$ cat config.mk
export PLATFORM = sky130hd
export DESIGN_NAME = buzz_arbiter
export DESIGN_NICKNAME = d
export VERILOG_FILES = /design/src/rtl/buzz_arbiter.sv
export SDC_FILE = /design/constraint.sdc
export NUM_CORES = 1
export LEC_CHECK = 0
export CAP_MARGIN = 20
export CORE_MARGIN = 2
export CORE_UTILIZATION = 40
export DETAILED_ROUTE_END_ITERATION = 8
export PLACE_DENSITY = 0.64
export SYNTH_ARGS = -nofsm -noshare
export SYNTH_HDL_FRONTEND = slang
export SYNTH_SLANG_ARGS = --single-unit
$ cat constraint.sdc
create_clock -name clk -period 2.9 [get_ports clk]
set_clock_uncertainty 0.1 [all_clocks]
set_input_delay 0.435 -clock clk [delete_from_list [all_inputs] [get_ports clk]]
set_output_delay 0.435 -clock clk [all_outputs]
set_load 0.005 [all_outputs]
$ cat src/rtl/buzz_arbiter.sv
// First-to-buzz arbiter for four player buttons: synchronize, debounce, and lock
// the earliest eligible press until the CPU clears it, then enforce a cooldown.
module buzz_arbiter #(
  parameter int unsigned      CNT_W           = 16,
  parameter logic [CNT_W-1:0] DEBOUNCE_CYCLES = 16'd50000,
  parameter logic [CNT_W-1:0] LOCKOUT_CYCLES  = 16'd25000
) (
  input  logic       clk,
  input  logic       rst,
  input  logic [3:0] btn,
  input  logic       arm,
  input  logic       clear,
  output logic       playerInputFlag,
  output logic [1:0] firstPlayerFlag,
  output logic [3:0] falseStart,
  output logic [1:0] roundState
);

  localparam logic [CNT_W-1:0] DB_LAST = DEBOUNCE_CYCLES - 1'b1;
  localparam logic [CNT_W-1:0] LK_LAST = LOCKOUT_CYCLES - 1'b1;

  typedef enum logic [1:0] {
    IDLE     = 2'd0,
    ARMED    = 2'd1,
    LOCKED   = 2'd2,
    COOLDOWN = 2'd3
  } state_t;

  logic [3:0] press;

  genvar gi;
  generate
    for (gi = 0; gi < 4; gi++) begin : g_player
      logic             sync1_q, sync2_q, deb_dly_q;
      logic             deb_q, deb_d;
      logic             press_q, press_d;
      logic [CNT_W-1:0] cnt_q, cnt_d;

      // The level rises on the edge the counter reaches the threshold and drops
      // on the first low sample, so a held button yields a single press pulse.
      always_comb begin
        cnt_d = '0;
        deb_d = 1'b0;
        if (sync2_q) begin
          cnt_d = (cnt_q == DEBOUNCE_CYCLES) ? cnt_q : cnt_q + 1'b1;
          deb_d = deb_q | (cnt_q == DB_LAST);
        end
        press_d = deb_q & ~deb_dly_q;
      end

      always_ff @(posedge clk or negedge rst) begin
        if (!rst) begin
          sync1_q   <= 1'b0;
          sync2_q   <= 1'b0;
          cnt_q     <= '0;
          deb_q     <= 1'b0;
          deb_dly_q <= 1'b0;
          press_q   <= 1'b0;
        end else begin
          sync1_q   <= btn[gi];
          sync2_q   <= sync1_q;
          cnt_q     <= cnt_d;
          deb_q     <= deb_d;
          deb_dly_q <= deb_q;
          press_q   <= press_d;
        end
      end

      assign press[gi] = press_q;
    end
  endgenerate

  state_t           state_q, state_d;
  logic             flag_q, flag_d;
  logic [1:0]       winner_q, winner_d;
  logic [1:0]       last_q, last_d;
  logic [3:0]       fs_q, fs_d;
  logic [CNT_W-1:0] lock_q, lock_d;
  logic [3:0]       elig;
  logic             found;
  logic [1:0]       pick, idx;

  always_comb begin
    state_d  = state_q;
    flag_d   = flag_q;
    winner_d = winner_q;
    last_d   = last_q;
    fs_d     = fs_q;
    lock_d   = lock_q;
    elig     = press & ~fs_q;
    found    = 1'b0;
    pick     = 2'd0;
    idx      = 2'd0;
    // Round-robin search starting just after the previous winner.
    for (int k = 1; k <= 4; k++) begin
      idx = last_q + 2'(k);
      if (!found && elig[idx]) begin
        found = 1'b1;
        pick  = idx;
      end
    end
    case (state_q)
      IDLE: begin
        fs_d = fs_q | press;
        if (!clear && arm) state_d = ARMED;
      end
      ARMED: begin
        if (clear) begin
          state_d = COOLDOWN;
          fs_d    = '0;
          lock_d  = '0;
        end else if (found) begin
          flag_d   = 1'b1;
          winner_d = pick;
          last_d   = pick;
          state_d  = LOCKED;
        end
      end
      LOCKED: begin
        if (clear) begin
          flag_d   = 1'b0;
          winner_d = 2'd0;
          fs_d     = '0;
          lock_d   = '0;
          state_d  = COOLDOWN;
        end
      end
      COOLDOWN: begin
        if (lock_q == LK_LAST) state_d = IDLE;
        else                   lock_d  = lock_q + 1'b1;
      end
      default: state_d = IDLE;
    endcase
  end

  always_ff @(posedge clk or negedge rst) begin
    if (!rst) begin
      state_q  <= IDLE;
      flag_q   <= 1'b0;
      winner_q <= 2'd0;
      last_q   <= 2'd3;
      fs_q     <= '0;
      lock_q   <= '0;
    end else begin
      state_q  <= state_d;
      flag_q   <= flag_d;
      winner_q <= winner_d;
      last_q   <= last_d;
      fs_q     <= fs_d;
      lock_q   <= lock_d;
    end
  end

  assign playerInputFlag = flag_q;
  assign firstPlayerFlag = winner_q;
  assign falseStart      = fs_q;
  assign roundState      = state_q;

endmodule

==> results_dict.tcl <==
set metrics [dict create \
    status "completed" \
    dieHeight_um 122 \
    synthArstFlopShare 1.00 \
    antenna_cells 0 \
    ys_warn_count 0 \
    peakVddDrop_uv 285 \
    via_count 3902 \
    die-area_um2 14900 \
    routabilityCongestion 0.889 \
    hold_ws_ns 0.0142 \
    drt-pass1-iter-count 4 \
    synth_area_leaders "dfrtp_1 49%, xnor2_1 7.4%, and2_1 4.8%, nand3_1 3.7%, nand2_1 3.1%" \
    antenna_found_initial 0 \
    cts-buffers-inserted 9 \
    drt_iter0_markers 247 \
    ys_seq_area_frac 0.498 \
    grt_pass1_wl_um 17400 \
    leakage_nw 2.69 \
    htreeDepth 3 \
    finalSetupTns_ns 0 \
    reg2regPathDepth 5 \
    dieWidth_um 122 \
    synth_edf_count 0 \
    cp_cell_sequence "or4b_4, nor4_4, or2b_2, o211ai_2, mux2_4" \
    fin_crit_ns 2.22 \
    clk_path_buf_depth 2 \
    critical_path_arrival_ns 2.35 \
    syn_area_per_cell_um2 10.2 \
    wl_per_cell_um 13.1 \
    rsz0062_at_grt "false" \
    area_growth_pct 12.7 \
    synth_top_area_frac 0.488 \
    ios 17 \
    cts_root_buffer "clkbuf_16" \
    initial_core_util 0.406 \
    final_common_cell "dfrtp_1" \
    rows 43 \
    yosysTopAreaCell "dfrtp_1" \
    hold_buffers 0 \
    grt_start_max_net_pins 54 \
    hold_viol 0 \
    clock-sinks 111 \
    synth_cell_types 55 \
    relSlewSlack 0.526 \
    layout_common_cells "109 x dfrtp_1, 47 x xnor2_1, 46 x nand2_1, 43 x and2_1, 41 x nand3_1" \
    path_clk_slew_ns 0.07 \
    drive_above_1_share 0.0541 \
    maxSlewViolCount 0 \
    viasPerCell 5.18 \
    synth_nets 568 \
    crit_path_start_kind "flip-flop" \
    grt_usage 0.144 \
    crit_fanout 7 \
    crit_type "reg2reg" \
    synth_seq_cells 111 \
    port_buffers 16 \
    dp_hpwl_um 6780 \
    setup_violations 0 \
    synthCells 547 \
    worstHoldPathType "in2async" \
    drc 0 \
    gr-total-overflow 0 \
    cts_tree "done" \
    cts_resized 0 \
    pwr_density_cell_nw_per_um2 561 \
    core_um2 13800 \
    crit_required_ns 3.03 \
    post_cts_buffers 0 \
    slowest_delay_ns 0.56 \
    crit_path_end_kind "flip-flop" \
    drv_cap 0 \
    clk_latency_ns 0.34 \
    worstMarginPinSlew_ns 0.704 \
    ant_nets 0 \
    finalCritPeriodShare 0.765 \
    max_freq_mhz 451 \
    cp_slowest_cell "or4b_4" \
    grt_pass1_vias 3785 \
    synthesis.area_um2 5590 \
    nets 590 \
    wl_um 9830 \
    synth_ff_type "dfrtp_1" \
]
[per-stage QoR]
step | std cells | utilization | power, W | setup slack [ns] | cell area, um^2
5_1_grt | 753 | 0.457 | 0.00372 | 0.508 | 6300
2_1_floorplan | 547 | - | 0.00206 | 0.832 | 5590
4_1_cts | 753 | 0.457 | 0.00360 | 0.702 | 6300
3_5_place_dp | 738 | 0.434 | 0.00227 | 0.555 | 5980
6_report | 753 | 0.457 | 0.00353 | 0.681 | 6300
3_3_place_gp | 738 | 0.434 | 0.00225 | 0.580 | 5980
[kinds of logic (layout without fill, tap and decap cells)]
family,after synthesis,after routing,synth area share
AOI/OAI and AO/OA,55,55,0.0688
xor gates and xnor gates,58,58,0.0909
adders and majority gates,13,13,0.0291
buffers and inverters,30,56,0.0202
DFF,111,111,0.498
muxes,12,12,0.0224
and+or+nand+nor,268,268,0.271
[cell type report]
type / count / area [um^2]
repair buffers: 21 / 208
flip-flops and latches: 111 / 2780
fillers: 1313 / 7480
clock buffers: 12 / 246
clock inverters: 3 / 67.6
multi-input cells: 406 / 2690
inverters: 20 / 75.1
well taps: 180 / 225
[metal layers]
layer / global-route usage / vias up / wire length (um)
li1: - / 1947 / -
met5: 0 / - / 0
met1: 0.193 / 1884 / 4850
met3: 0.0426 / 6 / 423
met2: 0.227 / 65 / 4440
met4: 0.0460 / 0 / 113
[critical path: cells and delay by family, from the launching register on]
kind / cells / cell delay [ns]
and+or+nand+nor: 3 / 1.18
DFF: 1 / 0.43
muxes: 1 / 0.30
AOI/OAI and AO/OA: 1 / 0.10
[power by group]
group / internal [W] / switching (W)
sequential: 0.00161 / 0.0000826
clock: 0.000777 / 0.000529
combinational: 0.000247 / 0.000287
total: 0.00264 / 0.000898
[flip-flops by register name, indices dropped and copies added, names as in the netlist]
register            flops
g_player.cnt_q         64
lock_q                 16
falseStart              4
g_player.deb_dly_q      4
g_player.deb_q          4
g_player.press_q        4
g_player.sync1_q        4
g_player.sync2_q        4
firstPlayerFlag         2
last_q                  2
roundState              2
playerInputFlag         1
[synthesized netlist by cell type, drive strengths merged, types with 2 or more instances]
cell type / n
and3: 11
nor4b: 3
o22ai: 4
ha: 13
dfstp: 2
dfrtp: 109
or3: 8
or4b: 2
and4: 4
nand3b: 6
mux2i: 11
a41oi: 2
o21ai: 11
nand2: 46
nor4: 9
xor2: 11
clkbuf: 9
a21oi: 8
o21a: 4
nor2b: 15
nor3b: 3
nor3: 15
and2: 43
xnor2: 47
nor2: 30
nand2b: 10
a31o: 2
o211ai: 4
nor4bb: 2
nand4: 14
nand3: 41
a211oi: 2
inv: 20
a21boi: 9
[worst paths after layout]
| kind | startpoint | end | slack, ns |
|---|---|---|---|
| worst max-delay path | lock_q[4] | roundState[1] | 0.68 |
| worst min-delay path | rst | g_player[1].cnt_q[7] | 0.01 |
| worst max register to register | lock_q[4] | roundState[1] | 0.68 |
| worst min register to register | g_player[0].sync1_q | g_player[0].sync2_q | 0.25 |
| max in group asynchronous | rst | last_q[1] | 1.92 |
| min in group clk | g_player[0].sync1_q | g_player[0].sync2_q | 0.25 |
Note: power is estimated with default switching activity, not from simulation.
